[src/rtl/uart_rx_in_mod_pkg.sv]
// Shared types and derived constants for the UART receiver.
// The state enum, baud arithmetic and majority helper live here so the top stays focused on sequencing.
package uart_pkg;

  localparam int FRAME_BITS = 8;

  typedef enum logic [2:0] {
    IDLE  = 3'd0,
    START = 3'd1,
    DATA  = 3'd2,
    STOP  = 3'd3,
    BREAK = 3'd4
  } uart_rx_state_t;

  function automatic int calc_baud_count(input int clock_freq, input int baud_rate);
    return clock_freq / baud_rate;
  endfunction

  function automatic int calc_half_count(input int clock_freq, input int baud_rate);
    return calc_baud_count(clock_freq, baud_rate) / 2;
  endfunction

  // Two-of-three vote used when the mid-bit decision is glitch filtered.
  function automatic logic majority3(input logic a, input logic b, input logic c);
    return (a & b) | (a & c) | (b & c);
  endfunction

endpackage

[src/rtl/uart_rx_in_mod_if.sv]
// Serial line plus received-byte outputs of the UART receiver.
// slave is the receiver side, master is the line driver / byte consumer side.
interface uart_rx_in_mod_if;
  logic       rx;
  logic [7:0] data;
  logic       valid;
  logic       framing_err;
  logic       busy;

  modport slave (
    input  rx,
    output data,
    output valid,
    output framing_err,
    output busy
  );

  modport master (
    output rx,
    input  data,
    input  valid,
    input  framing_err,
    input  busy
  );
endinterface

[src/rtl/uart_rx_in_mod_sync.sv]
// Two-flop synchronizer for a single asynchronous input.
// Both flops reset to RESET_VAL so an idle-high line does not look like a start edge after reset.
module uart_rx_sync #(
  parameter logic RESET_VAL = 1'b1
) (
  input  logic clk,
  input  logic rst,
  input  logic i_d,
  output logic o_q
);

  logic r_meta;
  logic r_sync;

  always_ff @(posedge clk or posedge rst) begin
    if (rst) begin
      r_meta <= RESET_VAL;
      r_sync <= RESET_VAL;
    end else begin
      r_meta <= i_d;
      r_sync <= r_meta;
    end
  end

  assign o_q = r_sync;

endmodule

[src/rtl/uart_rx_in_mod.sv]
// 8N1 UART receiver: synchronizes rx, recovers frames and pulses valid / framing_err for one cycle.
// Define UART_RX_MAJORITY_EN to take each mid-bit decision as a 2-of-3 vote around the mid point.
module uart_rx_in_mod
  import uart_pkg::*;
#(
  parameter int BAUD_RATE  = 115200,
  parameter int CLOCK_FREQ = 100_000_000
) (
  input logic            clk,
  input logic            rst,
  uart_rx_in_mod_if.slave bus
);

  localparam int BAUD_COUNT = calc_baud_count(CLOCK_FREQ, BAUD_RATE);
  localparam int HALF_COUNT = calc_half_count(CLOCK_FREQ, BAUD_RATE);
  localparam int CW         = $clog2(BAUD_COUNT);
  localparam int IDX_W      = $clog2(FRAME_BITS);

`ifdef UART_RX_MAJORITY_EN
  localparam int SAMPLE_OFS = 1;
`else
  localparam int SAMPLE_OFS = 0;
`endif

  // Offsetting only the start decision shifts every later decision by the same single cycle.
  localparam logic [CW-1:0]    C_START_DEC = CW'(HALF_COUNT - 1 + SAMPLE_OFS);
  localparam logic [CW-1:0]    C_BIT_LAST  = CW'(BAUD_COUNT - 1);
  localparam logic [IDX_W-1:0] C_IDX_LAST  = IDX_W'(FRAME_BITS - 1);

  uart_rx_state_t r_state;
  logic [CW-1:0]    r_cnt;
  logic [IDX_W-1:0] r_bit_idx;
  logic [7:0]       r_shift;
  logic [7:0]       r_data;
  logic             r_valid;
  logic             r_framing_err;
  logic             r_busy;
  logic             w_rx_s;
  logic             w_sample;

  uart_rx_sync #(
    .RESET_VAL(1'b1)
  ) u_sync (
    .clk (clk),
    .rst (rst),
    .i_d (bus.rx),
    .o_q (w_rx_s)
  );

`ifdef UART_RX_MAJORITY_EN
  logic [1:0] r_hist;

  always_ff @(posedge clk or posedge rst) begin
    if (rst) begin
      r_hist <= 2'b11;
    end else begin
      r_hist <= {r_hist[0], w_rx_s};
    end
  end

  assign w_sample = majority3(r_hist[1], r_hist[0], w_rx_s);
`else
  assign w_sample = w_rx_s;
`endif

  always_ff @(posedge clk or posedge rst) begin
    if (rst) begin
      r_state       <= IDLE;
      r_cnt         <= '0;
      r_bit_idx     <= '0;
      r_shift       <= '0;
      r_data        <= '0;
      r_valid       <= 1'b0;
      r_framing_err <= 1'b0;
      r_busy        <= 1'b0;
    end else begin
      r_valid       <= 1'b0;
      r_framing_err <= 1'b0;
      case (r_state)
        IDLE: begin
          r_cnt <= '0;
          if (!w_rx_s) begin
            r_state <= START;
            r_busy  <= 1'b1;
          end
        end
        START: begin
          if (r_cnt == C_START_DEC) begin
            r_cnt <= '0;
            if (!w_sample) begin
              r_bit_idx <= '0;
              r_state   <= DATA;
            end else begin
              r_state <= IDLE;
              r_busy  <= 1'b0;
            end
          end else begin
            r_cnt <= r_cnt + CW'(1);
          end
        end
        DATA: begin
          if (r_cnt == C_BIT_LAST) begin
            r_cnt   <= '0;
            r_shift <= {w_sample, r_shift[7:1]};
            if (r_bit_idx == C_IDX_LAST) begin
              r_state <= STOP;
            end else begin
              r_bit_idx <= r_bit_idx + IDX_W'(1);
            end
          end else begin
            r_cnt <= r_cnt + CW'(1);
          end
        end
        // Leaving at mid-stop-bit leaves half a bit of margin for a back-to-back start edge.
        STOP: begin
          if (r_cnt == C_BIT_LAST) begin
            r_cnt <= '0;
            if (w_sample) begin
              r_data  <= r_shift;
              r_valid <= 1'b1;
              r_busy  <= 1'b0;
              r_state <= IDLE;
            end else begin
              r_framing_err <= 1'b1;
              r_state       <= BREAK;
            end
          end else begin
            r_cnt <= r_cnt + CW'(1);
          end
        end
        BREAK: begin
          r_cnt <= '0;
          if (w_rx_s) begin
            r_state <= IDLE;
            r_busy  <= 1'b0;
          end
        end
        default: begin
          r_state <= IDLE;
          r_busy  <= 1'b0;
        end
      endcase
    end
  end

  assign bus.data        = r_data;
  assign bus.valid       = r_valid;
  assign bus.framing_err = r_framing_err;
  assign bus.busy        = r_busy;

endmodule

[src/flat_wrapper.sv]
// flat-port wrapper written by rule: the top's interface ports become plain ports
module uart_rx_in_mod_flat import uart_pkg::*;
#(
  parameter int BAUD_RATE  = 115200,
  parameter int CLOCK_FREQ = 100_000_000
)
  (clk, rst, bus_rx, bus_data, bus_valid, bus_framing_err, bus_busy);
  uart_rx_in_mod_if bus_i ();
  input logic clk;
  input logic rst;
  input wire logic [$bits(bus_i.rx)-1:0] bus_rx;
  output wire logic [$bits(bus_i.data)-1:0] bus_data;
  output wire logic [$bits(bus_i.valid)-1:0] bus_valid;
  output wire logic [$bits(bus_i.framing_err)-1:0] bus_framing_err;
  output wire logic [$bits(bus_i.busy)-1:0] bus_busy;
  assign bus_i.rx = bus_rx;
  assign bus_data = bus_i.data;
  assign bus_valid = bus_i.valid;
  assign bus_framing_err = bus_i.framing_err;
  assign bus_busy = bus_i.busy;
  uart_rx_in_mod #(.BAUD_RATE(BAUD_RATE), .CLOCK_FREQ(CLOCK_FREQ)) u_core (.clk(clk), .rst(rst), .bus(bus_i));
endmodule
[config.mk]
export PLATFORM = sky130hd
export DESIGN_NAME = uart_rx_in_mod_flat
export DESIGN_NICKNAME = d
export VERILOG_FILES = /design/src/rtl/uart_rx_in_mod_pkg.sv /design/src/rtl/uart_rx_in_mod_if.sv /design/src/rtl/uart_rx_in_mod_sync.sv /design/src/rtl/uart_rx_in_mod.sv /design/src/flat_wrapper.sv
export SDC_FILE = /design/constraint.sdc
export NUM_CORES = 1
export LEC_CHECK = 0
export ABC_AREA = 1
export CAP_MARGIN = 20
export CORE_UTILIZATION = 45
export DETAILED_ROUTE_END_ITERATION = 16
export PLACE_DENSITY = 0.62
export SLEW_MARGIN = 0
export SYNTH_ARGS = -nofsm -noshare
export SYNTH_HDL_FRONTEND = slang
export SYNTH_SLANG_ARGS = --single-unit
[constraint.sdc]
create_clock -name clk -period 3.2 [get_ports clk]
set_clock_uncertainty 0.15 [all_clocks]
set_input_delay 0.32 -clock clk [delete_from_list [all_inputs] [get_ports clk]]
set_output_delay 0.32 -clock clk [all_outputs]
set_load 0.02 [all_outputs]
=== Word level (Yosys, flattened, before mapping) ===
Cells that the tools add are included.

* Output and inout port bits: 11
* Bits in registers: 37
* Word-level logic and storage cells: 66
* Input bits: 3

* Bitwise operators: 1
* Reduce and logical (&&, ||, !) cells: 10
* Add/sub/neg operators: 2
* Muxes and demuxes: 28
* Equality and inequality tests: 15

{| class="wikitable"
|+ Operator list
! cell !! number
|-
| 3-bit two-way mux || 11
|-
| 10-bit one-hot mux with 3 select lines || 1
|-
| 10-bit two-way mux || 2
|-
| 3-bit one-hot mux with 5 select lines || 1
|-
| 10-bit by 1-bit adder with 10-bit output (second input constant) || 1
|-
| 10-bit equality test (second input constant) || 1
|-
| 10-bit by 9-bit equality test with 1-bit output (second input constant) || 1
|-
| 1-bit two-way mux || 10
|-
| 2-bit by 1-bit != test with 1-bit output (second input constant) || 4
|-
| 2-bit != test (second input constant) || 4
|-
| 3-bit by 2-bit equality test with 1-bit output (second input constant) || 2
|-
| 3-bit equality test (second input constant) || 2
|-
| 3-bit one-hot mux with 2 select lines || 1
|-
| 6-bit AND reduction || 1
|-
| 1-bit one-hot mux with 5 select lines || 1
|-
| 5-bit AND reduction || 1
|-
| 4-bit AND reduction || 1
|-
| 2-bit OR reduction || 2
|-
| 3-bit by 1-bit adder with 3-bit output (second input constant) || 1
|-
| 3-bit by 1-bit equality test with 1-bit output (second input constant) || 1
|-
| 3-bit logical NOT || 1
|-
| 3-bit AND reduction || 1
|-
| 3-bit nonzero test || 1
|-
| 2-bit two-way mux || 1
|-
| 3 further kinds || 3
|}

=== Longest topological paths before layout ===
* Depth in word-level cells: 4
* Depth in mapped cells: 11
* Mapped depth without buffers: 11

=== Hierarchy ===
Synthesis repeated with hierarchy kept, for this count alone.

* Cells, all modules: 219
* Area, all modules: 1,928.1 um2

{| class="wikitable"
|+ Modules (own cells, without submodules)
! module !! cells each !! seq. area each (um2) !! instances !! area an instance (um2)
|-
| uart_rx_in_mod || 216 || 875.8 || 1 || 1,871.8
|-
| uart_rx_sync || 3 || 52.6 || 1 || 56.3
|}

=== Least setup slack after synthesis ===
OpenSTA, ideal clock, no wires.

* Path kind: register -> register
* Start point: register u_core.r_cnt[0]
* End point: register u_core.r_shift[0]
* Arrival time: 1.322 ns
* Clock period less this slack: 1.591 ns
* Library setup time: 0.118 ns
* Stages on the path, launching flop included: 8
* Data required time: 2.932 ns
* Slack: 1.609 ns
* Path buffers: 1
* Cells stage by stage: dfrtp_1 -> ha_1 -> inv_1 -> nor3_4 -> nand4_4 -> buf_6 -> nand2_1 -> o21ai_2

* Cells in the longest elaborated chain, start to end: 2

{| class="wikitable"
|+ Ends and longest elaborated chain
! element !! line !! RTL
|-
| start: declaration || uart_rx_in_mod.sv:31 || <nowiki>logic [CW-1:0] r_cnt;</nowiki>
|-
| start signal: assignment || uart_rx_in_mod.sv:98 || <nowiki>r_cnt <= r_cnt + CW'(1);</nowiki>
|-
| start signal: assignment || uart_rx_in_mod.sv:111 || <nowiki>r_cnt <= r_cnt + CW'(1);</nowiki>
|-
| start signal: assignment || uart_rx_in_mod.sv:128 || <nowiki>r_cnt <= r_cnt + CW'(1);</nowiki>
|-
| 10-bit equality test || uart_rx_in_mod.sv:102 || <nowiki>if (r_cnt == C_BIT_LAST) begin</nowiki>
|-
| 2-bit AND reduction (no line) || n/a ||
|-
| end signal: assignment || uart_rx_in_mod.sv:104 || <nowiki>r_shift <= {w_sample, r_shift[7:1]};</nowiki>
|-
| end: declaration || uart_rx_in_mod.sv:33 || <nowiki>logic [7:0] r_shift;</nowiki>
|}

No other way between the ends.
A chain may end at the register's enable or synchronous reset.

=== Worst setup path after layout ===
* Start point: register u_core.r_cnt[0]
* End point: register u_core.r_shift[1]

Same word-level chain as after synthesis.

==> impl_metrics.toml <==
[global_route]
grtUsageTotal = 0.191
grt_pass1_wl_mm = 6.28
grt_start_max_net_pins = 38
antenna_found_initial = 0
gr-total-overflow = 0
grt_pass1_vias = 1325

[route]
vias = 1483
drc_errors = 0
dr.pass1.iters = 4
first_iter_violations = 79
ant_nets = 0
routed_wl_mm = 3.61
routedWlPerCell_um = 11.9
via_per_inst = 4.88

[placement]
place_worst_setup_slack_ns = 1.40
gp_congestion = 0.898
place_area_mm2 = 0.00216
io_buffers = 13
dp.final_hpwl_mm = 2.60

[clocking]
clock-sinks = 37
post-cts-setup-buffer-count = 0
clock-root-buffer = "clkbuf_8"
htree_levels = 2
cts_hold_buf = 0
cts_tree = "built"
clkTransAtPathRegs_ns = 0.08
clockBufferDepth = 2
numCtsBuffers = 5
ctsResizeCount = 0
clock_latency_ns = 0.30

[power_and_ir_drop]
p_leak_nw = 1.15
p_total_mw = 0.978
ir_worst_vdd_mv = 0.261
pwr_density_cell_mw_per_mm2 = 426

[timing]
hold_violations = 0
rsz0062_at_grt = "false"
period_needed_ns = 1.79
slew_violations = 0
max_freq_mhz = 558
final-setup-viol-count = 0
postLayoutSetupSlackWorst_ns = 1.41
tightest_slew_ns = 0.453
post-route-period-util = 0.560
finalSetupTns_ns = 0
slew_headroom = 0.698

[layout]
drive_gt1_frac = 0.189
fin_area_mm2 = 0.00229
fillers = 375
nNetsFinal = 260
area_delta_synth_final_pct = 15.9
n_antenna_cell = 0

[worst_setup_path]
crit_path_end_kind = "flop"
rr_startpoint = "u_core.r_cnt[0]"
path_delay_family = "simple AND/OR/NAND/NOR gates"
reg2reg_depth = 6
r2r_slack_ns = 1.41
start_kind = "flop"
critPathSlowestCell = "dfrtp_1"
required_ns = 3.24
r2r-end = "u_core.r_shift[1]"
crit_fanout = 16
cp.buffers_inverters = 1
arrival_ns = 1.83
crit_path_max_incr_delay_ns = 0.41
criticalPathCategory = "flop to flop"
path_cells = "ha_1 -> inv_1 -> nor3_4 -> nand4_4 -> nand2_1 -> o21ai_2"

[floorplanning]
core_area_mm2 = 0.00412
ios = 14
die_x_um = 68.3
placementRows = 23
dieArea_mm2 = 0.00467
fp.dieH_um = 68.3
start_util = 0.481

[synth]
synth_cell_types = 28
synthesis.nets = 241
netlist_area_mm2 = 0.00198
ys_ff_latch = 37
avgSynthCellArea_um2 = 8.46
yosysWarnings = 0
synth_cells = 234
synth_seq_area_share = 0.469

[hold_path]
min_path_cells = 0
worstHoldPathType = "flop to flop"
min-delay-start = "u_core.u_sync.r_meta"
hold_end = "u_core.u_sync.o_q"

[run_status]
status = "complete, no violations"

[flow_run]
cap_viol_max_count = 0
cells in the final DEF, fill, tap and decap left out:
master and count:
dfstp_2 2, or2_2 1, nand3b_1 1, nand2_1 69
nand3_1 15, nor3_2 2, inv_2 2, xor2_1 3
bufinv_16 2, nor3_4 1, ha_1 4, dfrtp_1 35
nor2_1 16, nor2_2 4, o21ai_0 3, nand3_2 2
nand4_1 5, inv_1 35, clkdlybuf4s50_1 13, buf_4 1
nand2_2 5, a21oi_1 1, o21bai_1 1, inv_6 1
a21oi_2 1, o21ai_1 3, clkbuf_8 5, o21ai_2 15
o22ai_1 1, a21boi_0 1, nor2_4 2, nand4_4 2
cell families (layout without fill, tap and decap cells):
| group | after synthesis | after routing | synth area share |
|---|---|---|---|
| adders and majority gates | 4 | 4 | 0.0253 |
| buffers and inverters | 39 | 59 | 0.0815 |
| AOI/OAI and AO/OA | 26 | 26 | 0.0992 |
| and+or+nand+nor | 125 | 125 | 0.312 |
| DFF | 37 | 37 | 0.469 |
| xor gates and xnor gates | 3 | 3 | 0.0133 |
metal layers:
metal  track usage  up-vias  part of all wire
met4        0.0781        0             0.016
met5             0        -                 0
met2         0.263       24              0.43
met1         0.268      677              0.51
li1              -      776                 -
met3        0.0667        6             0.043
worst reg2reg max path: stages, from the launching register on:
cell and delay [ns]:
dfrtp_1 0.41, ha_1 0.22, inv_1 0.09, nor3_4 0.27, nand4_4 0.31, nand2_1 0.17
o21ai_2 0.06
stage by stage:
| step | cells | hold WS (ns) | utilization |
|---|---|---|---|
| finish | 304 | 0.213 | 0.558 |
| global route | 304 | 0.217 | 0.558 |
| CTS | 304 | 0.214 | 0.558 |
| detailed placement | 296 | 0.198 | 0.524 |
| global placement | 296 | 0.197 | 0.524 |
| floorplan | 234 | 0.174 | - |
state kept, by name, summed over array words and instances (netlist names):
register,cells
u_core.bus.valid,1
u_core.r_cnt,10
u_core.u_sync.r_meta,1
u_core.r_shift,8
u_core.r_bit_idx,3
u_core.r_state,3
u_core.bus.busy,1
u_core.bus.framing_err,1
u_core.u_sync.o_q,1
u_core.bus.data,8
how the worst max path moves through the flow:
stage,startpoint,end,cells after the start
finish,u_core.r_cnt[0],u_core.r_shift[1],6
global placement,u_core.r_cnt[0],u_core.bus.data[6],6
detailed placement,u_core.r_cnt[0],u_core.r_shift[1],6
floorplan,u_core.r_cnt[0],u_core.r_shift[0],7
CTS,u_core.r_cnt[0],u_core.r_shift[1],6
global route,u_core.r_cnt[0],u_core.r_shift[0],6
final cells by class:
type | count | area, um^2 | share of cell area
Clock inverter | 3 | 68.8 | 0.0300
Multi-Input combinational cell | 158 | 890 | 0.388
Timing Repair Buffer | 14 | 138 | 0.0600
Sequential cell | 37 | 928 | 0.405
Tap cell | 50 | 62.6 | 0.0273
Clock buffer | 5 | 68.8 | 0.0300
Inverter | 37 | 139 | 0.0605
cells in the mapped netlist, drive strengths merged:
| library cell | n | area (um^2) |
|---|---|---|
| buf | 2 | 22.5 |
| nand4 | 7 | 73.8 |
| xor2 | 3 | 26.3 |
| inv | 37 | 139 |
| a21boi | 1 | 7.51 |
| a21oi | 2 | 13.8 |
| o21ai | 21 | 161 |
| nor2 | 22 | 108 |
| o21bai | 1 | 7.51 |
| o22ai | 1 | 6.26 |
| nand2 | 74 | 290 |
| dfstp | 2 | 52.6 |
| or2 | 1 | 6.26 |
| dfrtp | 35 | 876 |
| nand3 | 17 | 95.1 |
| nand3b | 1 | 7.51 |
| nor3 | 3 | 36.3 |
| ha | 4 | 50.1 |
power by group:
group          leakage, nW  switching, mW  internal [mW]
sequential           0.490        0.00152          0.469
clock               0.0687          0.178          0.314
combinational        0.586         0.0110        0.00380
Note: power is estimated with default switching activity, not from simulation.
